<file path="config.mk">
export PLATFORM = sky130hd
export DESIGN_NAME = turn_controller_flat
export DESIGN_NICKNAME = d
export VERILOG_FILES = /design/src/rtl/turn_controller_if.sv /design/src/rtl/turn_controller.sv /design/src/flat_wrapper.sv
export SDC_FILE = /design/constraint.sdc
export NUM_CORES = 1
export LEC_CHECK = 0
export CAP_MARGIN = 10
export CORE_AREA = 2 2 67 69
export DETAILED_ROUTE_END_ITERATION = 6
export DIE_AREA = 0 0 69 71
export PLACE_DENSITY_LB_ADDON = 0.15
export SYNTH_ARGS = -nofsm -noshare
export SYNTH_HDL_FRONTEND = slang
export SYNTH_SLANG_ARGS = --single-unit
</file>
<file path="constraint.sdc">
create_clock -name clk -period 2.2 [get_ports clk]
set_input_delay 0.22 -clock clk [delete_from_list [all_inputs] [get_ports clk]]
set_output_delay 0.22 -clock clk [all_outputs]
set_load 0.05 [all_outputs]
</file>
<file path="src/rtl/turn_controller_if.sv">
// turn_controller_if: game-control handshake between the board logic and the turn controller
interface turn_controller_if;
    logic       start_i;
    logic       move_done_i;
    logic       win_detected_i;
    logic       board_full_i;
    logic       game_active_o;
    logic       current_player_o;
    logic [4:0] secs_left_o;
    logic       timeout_o;
    logic       game_over_o;
    logic [1:0] winner_o;

    modport master (
        output start_i, move_done_i, win_detected_i, board_full_i,
        input  game_active_o, current_player_o, secs_left_o, timeout_o, game_over_o, winner_o
    );

    modport slave (
        input  start_i, move_done_i, win_detected_i, board_full_i,
        output game_active_o, current_player_o, secs_left_o, timeout_o, game_over_o, winner_o
    );
endinterface

</file>
<file path="src/rtl/turn_controller.sv">
// turn_controller: two-player turn sequencing with a per-turn countdown and win/draw resolution
module turn_controller #(
    parameter int CLK_HZ       = 50_000_000,
    parameter int TURN_SECONDS = 10
) (
    input  logic              clk,
    input  logic              rst_n,
    turn_controller_if.slave  bus
);
    localparam int             PW        = (CLK_HZ > 1) ? $clog2(CLK_HZ) : 1;
    localparam logic [PW-1:0]  PRE_MAX   = PW'(CLK_HZ - 1);
    localparam logic [4:0]     SECS_INIT = 5'(TURN_SECONDS);

    typedef enum logic [1:0] {IDLE, PLAY, EVAL, OVER} state_t;

    state_t        state_q, state_d;
    logic [PW-1:0] pre_q, pre_d;
    logic [4:0]    secs_q, secs_d;
    logic          player_q, player_d;
    logic          timeout_q, timeout_d;
    logic [1:0]    winner_q, winner_d;
    logic          active_q, active_d;
    logic          over_q, over_d;

    // State and output registers; reset discards all game state immediately
    always_ff @(posedge clk or negedge rst_n) begin
        if (!rst_n) begin
            state_q   <= IDLE;
            pre_q     <= '0;
            secs_q    <= SECS_INIT;
            player_q  <= 1'b0;
            timeout_q <= 1'b0;
            winner_q  <= 2'b00;
            active_q  <= 1'b0;
            over_q    <= 1'b0;
        end else begin
            state_q   <= state_d;
            pre_q     <= pre_d;
            secs_q    <= secs_d;
            player_q  <= player_d;
            timeout_q <= timeout_d;
            winner_q  <= winner_d;
            active_q  <= active_d;
            over_q    <= over_d;
        end
    end

    // Next state: a committed move always beats a coinciding tick, and secs_left reloads instead of reaching 0
    always_comb begin
        state_d   = state_q;
        pre_d     = pre_q;
        secs_d    = secs_q;
        player_d  = player_q;
        timeout_d = 1'b0;
        winner_d  = winner_q;
        case (state_q)
            IDLE, OVER: begin
                if (bus.start_i) begin
                    state_d  = PLAY;
                    pre_d    = '0;
                    secs_d   = SECS_INIT;
                    player_d = 1'b0;
                    winner_d = 2'b00;
                end
            end
            PLAY: begin
                if (bus.move_done_i) begin
                    state_d = EVAL;
                end else if (pre_q == PRE_MAX) begin
                    pre_d = '0;
                    if (secs_q > 5'd1) begin
                        secs_d = secs_q - 5'd1;
                    end else begin
                        timeout_d = 1'b1;
                        player_d  = ~player_q;
                        secs_d    = SECS_INIT;
                    end
                end else begin
                    pre_d = pre_q + PW'(1);
                end
            end
            EVAL: begin
                if (bus.win_detected_i) begin
                    state_d  = OVER;
                    winner_d = player_q ? 2'b10 : 2'b01;
                end else if (bus.board_full_i) begin
                    state_d  = OVER;
                    winner_d = 2'b11;
                end else begin
                    state_d  = PLAY;
                    player_d = ~player_q;
                    secs_d   = SECS_INIT;
                    pre_d    = '0;
                end
            end
            default: state_d = IDLE;
        endcase
        active_d = (state_d == PLAY) || (state_d == EVAL);
        over_d   = (state_d == OVER);
    end

    assign bus.game_active_o    = active_q;
    assign bus.current_player_o = player_q;
    assign bus.secs_left_o      = secs_q;
    assign bus.timeout_o        = timeout_q;
    assign bus.game_over_o      = over_q;
    assign bus.winner_o         = winner_q;
endmodule

</file>
<file path="src/flat_wrapper.sv">
// flat-port wrapper written by rule: the top's interface ports become plain ports
module turn_controller_flat 
#(
    parameter int CLK_HZ       = 50_000_000,
    parameter int TURN_SECONDS = 10
)
  (clk, rst_n, bus_start_i, bus_move_done_i, bus_win_detected_i, bus_board_full_i, bus_game_active_o, bus_current_player_o, bus_secs_left_o, bus_timeout_o, bus_game_over_o, bus_winner_o);
  turn_controller_if bus_i ();
  input  logic clk;
  input  logic rst_n;
  input wire logic [$bits(bus_i.start_i)-1:0] bus_start_i;
  input wire logic [$bits(bus_i.move_done_i)-1:0] bus_move_done_i;
  input wire logic [$bits(bus_i.win_detected_i)-1:0] bus_win_detected_i;
  input wire logic [$bits(bus_i.board_full_i)-1:0] bus_board_full_i;
  output wire logic [$bits(bus_i.game_active_o)-1:0] bus_game_active_o;
  output wire logic [$bits(bus_i.current_player_o)-1:0] bus_current_player_o;
  output wire logic [$bits(bus_i.secs_left_o)-1:0] bus_secs_left_o;
  output wire logic [$bits(bus_i.timeout_o)-1:0] bus_timeout_o;
  output wire logic [$bits(bus_i.game_over_o)-1:0] bus_game_over_o;
  output wire logic [$bits(bus_i.winner_o)-1:0] bus_winner_o;
  assign bus_i.start_i = bus_start_i;
  assign bus_i.move_done_i = bus_move_done_i;
  assign bus_i.win_detected_i = bus_win_detected_i;
  assign bus_i.board_full_i = bus_board_full_i;
  assign bus_game_active_o = bus_i.game_active_o;
  assign bus_current_player_o = bus_i.current_player_o;
  assign bus_secs_left_o = bus_i.secs_left_o;
  assign bus_timeout_o = bus_i.timeout_o;
  assign bus_game_over_o = bus_i.game_over_o;
  assign bus_winner_o = bus_i.winner_o;
  turn_controller #(.CLK_HZ(CLK_HZ), .TURN_SECONDS(TURN_SECONDS)) u_core (.clk(clk), .rst_n(rst_n), .bus(bus_i));
endmodule
</file>
==> impl_results.md <==
* Status: finished, final reports clean
* Ant. Diodes at 0
* Final WL at 4730 µm
* Vias per inst at 5.77
* Internal power at 1730 µW
* Synth async-reset ratio at 100%
* Post-synth net total at 245
* Post-Syn Area at 0.00211 mm²
* Die height at 71 µm
* Sw Share at 42.1%
* Maximum clock frequency at 473 MHz
* Largest net degree at the start of global routing at 40
* Met1 Use GR at 27.5%
* Die area at 0.00490 mm²
* Worst path required time at 2.37 ns
* Worst Tran Pin Value at 0.857 ns
* Most frequent cell after synthesis: dfrtp_1
* GRT overflow at 0
* Footprint of the multi-input gates at 0.00106 mm²
* WL/cell at 14.9 µm
* DRT antenna net count at 0
* Syn Inst Count at 233
* Core Footprint at 0.00420 mm²
* Sequential power share at 31.2%
* Sink Count at 39
* Max Root-Sink Buffers at 2
* Layout cells sized above 1 at 11.7%
* Sum Neg Setup Slack at 0 ns
* Yosys top cell area share at 43.8%
* Netlist cell types at 42
* Clock power share at 20.7%
* Slew HR at 42.8%
* Std cell rows at 24
* Syn avg cell area at 9.06 µm²
* Worst EP arrival at 2.29 ns
* Global Route met3 Usage at 4.70%
* Via count at 1828
* Clock skew after layout at 0.00922 ns
* Horiz. Die Dim at 69 µm
* Sequential share of the synthesized area at 46.3%
* YS warnings at 0
* M2 GR Usage at 34.7%
* Post-synth top area cell: dfrtp_1
* Post-synth top cells: 37 x dfrtp_1, 23 x nor2_1, 19 x nand2_1, 14 x nand3_1, 14 x o21ai_0
* FF/Latch Area at 978 µm²
* Cts bufs inserted at 5
* Design Power at 2990 µW
* Top Usage Layer GRT: met2
* Cell area power density at 1180 mW/mm²
* CP Max Fanout at 8
* Max Slew Vio Count at 0
* Worst hold path class: in2async
* Starting Density at 50.2%
* Area Overhead vs Synth at 20.4%
* Max-cap violations at 0
* Clk root buf: clkbuf_8
* Fillcell total at 375
* Kind of start point of the critical path: flip-flop
* Hold Slack at 0.0371 ns
* RSZ-0062 raised after global routing: false
* Post-CTS sizing at 0
* Drt pass-1 iters at 4
* Top cells by area, synth: dfrtp_1 44%, xnor2_1 4.1%, nor2_1 4.1%, ha_1 3.6%, nand2_1 3.4%
* Min cycle time layout at 2.11 ns
* Fin nets at 276
* Post-CTS Setup Bufs at 0
* RePlAce Congestion at 0.815
* H-tree lvl count at 2
* Leak at 0.00106 µW
* Final hold vios at 0
* Combinational share of power at 48.1%
* CTS Hold Buffers Added at 0
* CTS tree: built
* Initial antenna violation count at 0
* Port Buffers at 16
* Final period util at 96.1%
* Clock Pin Slew Worst Setup and Hold Paths at 0.08 ns
* Post-synth EDFFs at 0
* Initial DRC count at 168
* Ys flop type: dfrtp_1
* Final setup viols at 0
* Worst skew pair latency at 0.29 ns
* Yosys reg bits at 39
* GR Util All Layers at 20.7%
* Vias in the first global route at 1775
* Top-Level Pins at 17
* Worst vdd ir at 0.773 mV
* R2r setup slk at 0.09 ns
* Detail Placement HPWL at 3400 µm
* Net Sw Power at 1260 µW
* Drc violations at 0
* Setup crit end kind: flip-flop
* Worst-case reg-to-reg path depth at 5
* First-pass GRT wire length at 8170 µm
* Setup CP Type: reg2reg
==> power by group through the flow <==
stage / Clock [µW] / Combinational (µW) / Sequential, µW
2_1_floorplan: 0 / 682 / 1140
6_report: 619 / 1440 / 934
3_5_place_dp: 0 / 1430 / 945
4_1_cts: 632 / 1440 / 934
5_1_grt: 663 / 1560 / 952
3_3_place_gp: 0 / 1420 / 942
==> placed cells by master, fill, tap and decap left out, types with 2 or more instances in the layout <==
cell,n
a21boi_0,2
a21oi_1,13
and3_1,4
buf_4,13
clkbuf_8,6
clkdlybuf4s50_1,15
dfrtp_1,37
dfstp_2,2
ha_1,6
inv_1,13
nand2_1,19
nand2b_1,5
nand3_1,14
nand4_1,9
nor2_1,23
nor3_1,9
nor4_1,7
o211ai_1,2
o21ai_0,14
o22ai_1,5
or3_1,10
xnor2_1,10
xor2_1,3
==> layout make-up <==
type,instances,area share [%]
clock buffer,6,3.25
clock inverter,2,1.38
inverter,13,1.92
multi-input combinational,175,41.7
sequential,39,38.5
tap,52,2.56
timing repair buffer,30,10.7
==> path summary, 6_finish.rpt <==
kind | from | end
worst max-delay path | u_core.pre_q[11]$_DFFE_PN0P_ | u_core.bus.current_player_o$_DFFE_PN0P_
worst min-delay path | rst_n | u_core.pre_q[15]$_DFFE_PN0P_
worst max register to register | u_core.pre_q[11]$_DFFE_PN0P_ | u_core.bus.current_player_o$_DFFE_PN0P_
worst min register to register | u_core.bus.winner_o[0]$_DFFE_PN0P_ | u_core.bus.winner_o[0]$_DFFE_PN0P_
max in group asynchronous | rst_n | u_core.pre_q[3]$_DFFE_PN0P_
min in group clk | u_core.bus.winner_o[0]$_DFFE_PN0P_ | u_core.bus.winner_o[0]$_DFFE_PN0P_
==> registers in the layout, indices dropped and copies added, names as in the netlist <==
signal	cells
u_core.pre_q	26
u_core.bus.secs_left_o	5
u_core.bus.winner_o	2
u_core.state_q	2
u_core.bus.current_player_o	1
u_core.bus.game_active_o	1
u_core.bus.game_over_o	1
u_core.bus.timeout_o	1
==> metrics by stage <==
stage	cell area, µm²	cells	util [%]	worst slack [ns]
3_5_place_dp	2420	309	57.7	0.0656
6_report	2540	317	60.5	0.0868
4_1_cts	2540	317	60.5	0.0949
2_1_floorplan	2110	233	-	0.0907
3_3_place_gp	2420	309	57.7	0.114
5_1_grt	2540	317	60.5	0.0145
==> worst max-delay path, stage by stage (launching register included) <==
cell     delay [ns]
dfrtp_1        0.45
nor4b_1        0.31
nand4_1        0.18
o31a_1         0.46
nor3_1         0.25
mux2_1         0.35
==> per-layer routing <==
layer,part of all wire [%],vias up
met4,0.85,0
met1,48,903
met3,2.5,5
li1,-,897
met2,49,23
met5,0,-
==> kinds of logic after synthesis <==
kind of cell	synth area share, %
AO/OA/AOI/OAI	13.6
XOR/XNOR	5.39
adder cells (fa/ha/maj)	3.55
buffers and inverters	3.50
flip-flops	46.3
multiplexers	1.07
AND/OR/NAND/NOR	26.6
(Power assumes the default switching activity.)
